[src/rtl/kfpga_cfg_pkg.sv]
// Shared constants for the grid configuration loader: geometry and FSM states.
package kfpga_cfg_pkg;

  localparam int WORD_WIDTH       = 32;
  localparam int COLUMNS          = 8;
  localparam int COLUMN_BITS      = 4192;
  localparam int WORDS_PER_COLUMN = COLUMN_BITS / WORD_WIDTH;
  localparam int TOTAL_WORDS      = COLUMNS * WORDS_PER_COLUMN;

  // Loader FSM encoding, kept as plain constants for compatibility with older tools.
  localparam logic [2:0] ST_IDLE  = 3'd0;
  localparam logic [2:0] ST_LOAD  = 3'd1;
  localparam logic [2:0] ST_CHECK = 3'd2;
  localparam logic [2:0] ST_DONE  = 3'd3;
  localparam logic [2:0] ST_ERROR = 3'd4;

endpackage

[src/rtl/config_word_router.sv]
// Registered forwarder: presents each accepted word to one column chain with a
// one-cycle shift pulse, and tracks which word/column of the frame comes next.
module config_word_router #(
  parameter int WORD_WIDTH       = 32,
  parameter int COLUMNS          = 8,
  parameter int WORDS_PER_COLUMN = 131
) (
  input  logic                  clock,
  input  logic                  reset,
  input  logic                  clear,
  input  logic                  fwd,
  input  logic [WORD_WIDTH-1:0] data,
  output logic                  last_word,
  output logic [WORD_WIDTH-1:0] cfg_word,
  output logic                  cfg_shift,
  output logic [COLUMNS-1:0]    cfg_column
);

  localparam int WIDX_W = (WORDS_PER_COLUMN > 1) ? $clog2(WORDS_PER_COLUMN) : 1;
  localparam int CIDX_W = (COLUMNS > 1) ? $clog2(COLUMNS) : 1;

  logic [WIDX_W-1:0]  word_idx_reg;
  logic [CIDX_W-1:0]  col_idx_reg;
  logic [COLUMNS-1:0] col_hot;
  logic               word_wrap;

  // One-hot decode of the current column index.
  generate
    for (genvar gi = 0; gi < COLUMNS; gi++) begin : g_col_hot
      assign col_hot[gi] = (col_idx_reg == CIDX_W'(gi));
    end
  endgenerate

  assign word_wrap = (word_idx_reg == WIDX_W'(WORDS_PER_COLUMN - 1));
  // Next accepted word is the final payload word of the frame.
  assign last_word = word_wrap && (col_idx_reg == CIDX_W'(COLUMNS - 1));

  // Forward the accepted word one cycle later and advance the word/column counters.
  always_ff @(posedge clock) begin
    if (reset) begin
      word_idx_reg <= '0;
      col_idx_reg  <= '0;
      cfg_word     <= '0;
      cfg_shift    <= 1'b0;
      cfg_column   <= '0;
    end else begin
      cfg_shift  <= fwd;
      cfg_column <= fwd ? col_hot : '0;
      if (fwd) begin
        cfg_word <= data;
      end
      if (clear) begin
        word_idx_reg <= '0;
        col_idx_reg  <= '0;
      end else if (fwd) begin
        if (word_wrap) begin
          word_idx_reg <= '0;
          col_idx_reg  <= col_idx_reg + 1'b1;
        end else begin
          word_idx_reg <= word_idx_reg + 1'b1;
        end
      end
    end
  end

endmodule

[src/rtl/config_loader.sv]
// Grid configuration loader: accepts a word stream, routes it to the column
// chains, verifies the trailing XOR checksum and then releases the grid reset.
module config_loader #(
  parameter int WORD_WIDTH  = kfpga_cfg_pkg::WORD_WIDTH,
  parameter int COLUMNS     = kfpga_cfg_pkg::COLUMNS,
  parameter int COLUMN_BITS = kfpga_cfg_pkg::COLUMN_BITS
) (
  input  logic                  clock,
  input  logic                  reset,
  input  logic                  start,
  input  logic                  abort,
  input  logic [WORD_WIDTH-1:0] s_data,
  input  logic                  s_valid,
  output logic                  s_ready,
  output logic [WORD_WIDTH-1:0] cfg_word,
  output logic                  cfg_shift,
  output logic [COLUMNS-1:0]    cfg_column,
  output logic                  grid_nreset,
  output logic                  busy,
  output logic                  done,
  output logic                  error
);

  import kfpga_cfg_pkg::*;

  // Derived from the geometry; deliberately not a parameter.
  localparam int WORDS_PER_COLUMN = COLUMN_BITS / WORD_WIDTH;

  logic [2:0]            state_reg;
  logic [2:0]            state_next;
  logic [WORD_WIDTH-1:0] checksum_reg;
  logic                  load_init;
  logic                  fwd;
  logic                  last_word;

  config_word_router #(
    .WORD_WIDTH       (WORD_WIDTH),
    .COLUMNS          (COLUMNS),
    .WORDS_PER_COLUMN (WORDS_PER_COLUMN)
  ) u_router (
    .clock      (clock),
    .reset      (reset),
    .clear      (load_init),
    .fwd        (fwd),
    .data       (s_data),
    .last_word  (last_word),
    .cfg_word   (cfg_word),
    .cfg_shift  (cfg_shift),
    .cfg_column (cfg_column)
  );

  // Next-state logic; abort beats start while loading, start beats abort otherwise.
  always_comb begin
    state_next = state_reg;
    load_init  = 1'b0;
    fwd        = 1'b0;
    case (state_reg)
      ST_IDLE, ST_DONE, ST_ERROR: begin
        if (start) begin
          state_next = ST_LOAD;
          load_init  = 1'b1;
        end
      end
      ST_LOAD: begin
        if (abort) begin
          state_next = ST_IDLE;
        end else if (s_valid) begin
          fwd = 1'b1;
          if (last_word) begin
            state_next = ST_CHECK;
          end
        end
      end
      ST_CHECK: begin
        if (abort) begin
          state_next = ST_IDLE;
        end else if (s_valid) begin
          state_next = (s_data == checksum_reg) ? ST_DONE : ST_ERROR;
        end
      end
      default: state_next = ST_IDLE;
    endcase
  end

  // State, running checksum and grid reset release (one cycle after reaching DONE).
  always_ff @(posedge clock) begin
    if (reset) begin
      state_reg    <= ST_IDLE;
      checksum_reg <= '0;
      grid_nreset  <= 1'b0;
    end else begin
      state_reg   <= state_next;
      grid_nreset <= (state_reg == ST_DONE) && (state_next == ST_DONE);
      if (load_init) begin
        checksum_reg <= '0;
      end else if (fwd) begin
        checksum_reg <= checksum_reg ^ s_data;
      end
    end
  end

  assign s_ready = (state_reg == ST_LOAD) || (state_reg == ST_CHECK);
  assign busy    = (state_reg == ST_LOAD) || (state_reg == ST_CHECK);
  assign done    = (state_reg == ST_DONE);
  assign error   = (state_reg == ST_ERROR);

endmodule

[config.mk]
export PLATFORM = sky130hd
export DESIGN_NAME = config_loader
export DESIGN_NICKNAME = d
export VERILOG_FILES = /design/src/rtl/kfpga_cfg_pkg.sv /design/src/rtl/config_word_router.sv /design/src/rtl/config_loader.sv
export SDC_FILE = /design/constraint.sdc
export NUM_CORES = 1
export LEC_CHECK = 0
export BUFFER_PORTS_ARGS = -buffer_cell sky130_fd_sc_hd__clkbuf_2
export CORE_ASPECT_RATIO = 0.9
export CORE_MARGIN = 4
export CORE_UTILIZATION = 37
export CTS_CLUSTER_DIAMETER = 200
export DETAILED_ROUTE_END_ITERATION = 10
export PLACE_DENSITY_LB_ADDON = 0.2
export SLEW_MARGIN = 0
export SYNTH_ARGS = -nofsm -noshare
export SYNTH_HDL_FRONTEND = slang
export SYNTH_SLANG_ARGS = --single-unit
[constraint.sdc]
create_clock -name clock -period 2 [get_ports clock]
set_clock_uncertainty 0.05 [all_clocks]
set_input_delay 0.4 -clock clock [delete_from_list [all_inputs] [get_ports clock]]
set_output_delay 0.4 -clock clock [all_outputs]
set_load 0.01 [all_outputs]
# Word level (Yosys, flattened, before mapping)
# Index checks and enable logic that the tools add are counted.
# word_totals
elab_cells	49
ff_bits	88
in_bits	37
output_inout_bits	46
# op_classes
n_eq_ne	14
muxes	14
add_sub_neg	2
reduce_logical	9
n_bitwise	2
# ops
op	count
equality test 32 bit	1
bitwise XOR 32 bit	1
2-to-1 mux 3 bit	7
equality test 3 x 2 -> 1 bit, second input constant	5
equality test 3 bit, second input constant	5
one-hot mux 3 bit (3 select lines)	1
adder 8 x 1 -> 8 bit, second input constant	1
equality test 8 bit, second input constant	1
2-to-1 mux 8 bit	1
equality test 3 x 1 -> 1 bit, second input constant	2
logical NOT 3 bit	2
2-to-1 mux 1 bit	5
OR reduction 2 bit	2
adder 3 x 1 -> 3 bit, second input constant	1
OR reduction 3 bit	1
logical AND 1 bit	2
AND reduction 2 bit	1
logical OR 1 bit	1
NOT 1 bit	1

# Depth between registers and ports, before layout
# depth
ltp_word	8
ltp_mapped	8
mapped_depth_nobuf	7

# Hierarchy
# A second synthesis with hierarchy kept.
# unflattened
hier_cells	401
hier_area_um2	3814.9
# by_module_without_submodules
mod	area_each_um2	cells_per_inst	n_inst
config_word_router	1961.9	190	1
config_loader	1853.0	211	1

# Least setup slack after synthesis
# No wires, ideal clock.
# synth_path
kind	in2reg
from	input port abort
to	register u_router.col_idx_reg[2]
required_time_ps	1887
setup_ps	63
cell_stages	7
arrival_ps	1853
path_buffers	2
path_slack_ps	34
path_cell_list	nand2b_1 > or3_1 > buf_6 > or3_1 > buf_2 > mux2_4 > nor2_2
# synth_via
elab_chain_cells	3
# synth_lines
element	line	source
from (decl)	config_loader.sv:11	input logic abort,
2-to-1 mux 1 bit	config_loader.sv:65	if (abort) begin
2-to-1 mux 1 bit	config_loader.sv:57	case (state_reg)
AND reduction 2 bit (no source line)	n/a	
to (signal assigned)	config_word_router.sv:58	col_idx_reg <= col_idx_reg + 1'b1;
to (decl)	config_word_router.sv:23	logic [CIDX_W-1:0] col_idx_reg;
# Every way passes these cells.
# A chain may end at the register's enable or synchronous reset.

# Worst setup path after layout
# layout_path
from	register state_reg[2]
to	output port error
# layout_via
elab_chain_cells	1
# layout_lines
element	line	source
from (decl)	config_loader.sv:29	logic [2:0] state_reg;
from (signal assigned)	config_loader.sv:92	state_reg <= state_next;
equality test 3 bit	config_loader.sv:105	assign error = (state_reg == ST_ERROR);
to (decl)	config_loader.sv:21	output logic error
# Every way passes these cells.

==> impl_metrics.tcl <==
set metrics [dict create \
    setup_repair_after_global_routing_missed_its_margin "no" \
    routed_wl_per_cell_um 13.5 \
    cts_buffers 9 \
    route.detailed.drc 0 \
    global_route.peak_usage_layer "met2" \
    worst-r2r-setup-slack_ns 0.13 \
    synth-seq-area-share 0.490 \
    grt_util_met2 0.259 \
    worst_hold_path_type "primary input to flop" \
    synth-seq-cells 88 \
    met1_track_demand_over_resource_in_global_routing 0.191 \
    yosysMostFrequentCell "dfxtp_1" \
    synth_adder_area_share 0.0278 \
    drt_wl_total_mm 8.29 \
    worst_hold_path.num_cells 3 \
    finish.net_count 534 \
    die-height_um 102 \
    switching_component_of_the_power_w 0.000808 \
    clkPwrFrac 0.381 \
    worst_slew_pin_slew_ns 0.420 \
    synth.top_cells.by_area "dfxtp_1 (49%), xnor2_1 (9.0%), xor2_1 (8.8%)" \
    fp.dieArea_um2 11400 \
    internal-power_w 0.00250 \
    finalWeightedCongestion 0.803 \
    number_of_synthesized_flops_with_an_enable_pin 0 \
    highest_clock_frequency_the_design_can_meet_mhz 532 \
    tritoncts_clock_tree "built" \
    r2r_cells 6 \
    gate_count_after_technology_mapping 402 \
    final_cells 616 \
    die_x_um 112 \
    p_sw_frac 0.244 \
    cts-root-buf "clkbuf_8" \
    irDropWorstVdd_v 0.000386 \
    async_flop_share 0 \
    ctsLongestPathBuffers 2 \
    hold-worst-slack_ns 0.278 \
    timing.critical_path.to_type "primary output" \
    finalSetupViolations 0 \
    multi_input_comb_area_um2 1720 \
    gate_power_share 0.077 \
    hpwl_mm 6.08 \
    synth_top_area_share 0.490 \
    cts_resized 0 \
    wire_length_of_the_first_global_routing_pass_mm 14.1 \
    synth_compound_area_frac 0.0626 \
    setup_total_negative_slack_ns 0 \
    worstSetupStartpointType "flop" \
    syn2layout_area_growth_pct 22.4 \
    placement.cell_area_um2 4200 \
    cap_viol_max_count 0 \
    antenna_violations_before_repair 0 \
    drive_gt1_frac 0.237 \
    min_to "u_router.cfg_word[20]" \
    grt_met3_use 0.0460 \
    synth_area_um2 3600 \
    grt_overflow 0 \
    layout_worst_path_cycle_share 0.940 \
    port_buffers 82 \
    maximum_fanout_encountered_on_the_critical_timing_path 5 \
    hold_path_startpoint "s_data[20]" \
    fp.coreArea_um2 9290 \
    avgSynthCellArea_um2 8.95 \
    total_leakage_power_nw 1.78 \
    synth.largest_area_cell "dfxtp_1" \
    hold_buffer_count_at_cts 0 \
    synth_top_family_by_area "simple AND/OR/NAND/NOR gates" \
    vias 2875 \
    cts_post_setup_buffers_inserted 0 \
    dominantRegCellSynth "dfxtp_1" \
    ctsHtreeMaxLevel 3 \
    antenna_violating_nets_post_route 0 \
    dp_worst_slack_ns 0.0444 \
    yosys-top-cells-count "dfxtp_1 (88), nand2_1 (69), nor2_1 (48), xnor2_1 (37), xor2_1 (36)" \
    synthSimpleGateAreaFrac 0.199 \
    synth_fp_nets 447 \
    number_of_global_route_vias_before_repair 2931 \
    post_synth_mux_area_share 0.00974 \
    dp.cells 600 \
    grtUsageTotal 0.155 \
    power.share.sequential 0.542 \
    num_io_pins 83 \
    synth.yosys.warnings 0 \
    outcome "finished, final reports clean" \
    fin_crit_ns 1.88 \
    synth-xor-area-share 0.178 \
    crit_arrival_ns 1.43 \
    grt_max_degree 40 \
    sequential_cell_area_um2 1760 \
    post-route-worst-setup-slack_ns 0.120 \
    fin_area_um2 4400 \
    start_util 0.387 \
    insertedDiodeCount 0 \
    num-fill-cells 950 \
    pwr_density_cell_nw_per_um2 751 \
    post_drt_via_cell_ratio 4.67 \
    rows 33 \
    timing.critical_path.required_ns 1.55 \
    relSlewSlack 0.720 \
    drt_pre_antenna_iters 4 \
    max_slew_violation_count 0 \
    critical_path.reg2reg.startpoint "u_router.word_idx_reg[3]" \
    worst_skew_pair.late_latency_ns 0.35 \
    clock_sink_total 88 \
    worstReg2RegEnd "state_reg[1]" \
    critical_path_class "flop to primary output" \
    cts.clk_slew.worst_paths_ns 0.09 \
    drtIter0Drc 101 \
    final-hold-violation-count 0 \
    netlist-cell-type-count 36 \
]
per-stage QoR:
step                total power [W]  utilization
floorplan                   0.00197            -
CTS                         0.00336        0.474
global placement            0.00209        0.452
global route                0.00345        0.474
detailed placement          0.00209        0.452
finish                      0.00331        0.474
power groups by stage:
stage | clock (W) | sequential, W | combinational [W]
3_5_place_dp | 0 | 0.00183 | 0.000259
4_1_cts | 0.00131 | 0.00179 | 0.000261
5_1_grt | 0.00137 | 0.00180 | 0.000286
2_1_floorplan | 0 | 0.00184 | 0.000135
3_3_place_gp | 0 | 0.00183 | 0.000259
6_report | 0.00126 | 0.00179 | 0.000256
cell usage in the layout (no fill, tap or decap):
cell and instances:
dfxtp_1 88, a21o_1 1, buf_12 1, nor3_2 1, a22o_1 1, a21oi_1 34, nor2_1 48, nand3b_1 2
and2_1 5, nand2b_4 1, mux2_4 1, inv_1 7, xnor2_1 37, and3b_1 1, and4_1 1, a211oi_1 1
mux2i_1 2, o21ai_0 2, buf_4 14, clkbuf_2 82, clkinv_4 3, or3_1 4, nand4_1 10, clkinv_2 1
nor3_1 6, xor2_1 36, nor2_2 1, ha_1 8, clkinvlp_4 1, nand2_1 69, bufinv_16 1, nand3_1 2
nand4bb_1 1, and3_1 3, clkbuf_8 10, o22ai_1 1, a31oi_1 1, nand2b_1 2, nor4_1 3, a32oi_1 1
cell families after synthesis:
group           Yosys count
fa+ha+maj                 8
compound gates           42
xor+xnor                 73
flops                    88
simple gates            160
mux                       3
buf+inv                  28
worst max-delay path: stages (launching register included):
cell	delay (ns)
dfxtp_1	0.34
buf_4	0.13
inv_1	0.05
nor3_1	0.35
clkbuf_2	0.21
area by class of cell:
cell class,count,area share
Sequential cell,88,0.400
Multi-Input combinational cell,286,0.391
Clock buffer,10,0.0313
Tap cell,122,0.0347
Inverter,7,0.00597
Timing Repair Buffer,97,0.122
Clock inverter,6,0.0156
worst max-delay path by stage:
stage	from	cells past startpoint	slack, ns	end
floorplan	abort	7	0.03	u_router.col_idx_reg[2]
global placement	abort	6	0.05	u_router.word_idx_reg[1]
detailed placement	abort	6	0.04	u_router.word_idx_reg[1]
CTS	u_router.word_idx_reg[3]	6	0.14	state_reg[1]
global route	u_router.col_idx_reg[1]	8	0.02	state_reg[1]
finish	state_reg[2]	4	0.12	error
per-layer routing:
layer  share of wire  vias up
met3           0.053       10
met4           0.017        0
li1                -     1470
met1            0.46     1332
met5               0        -
met2            0.47       63
Note: power is estimated with default switching activity, not from simulation.
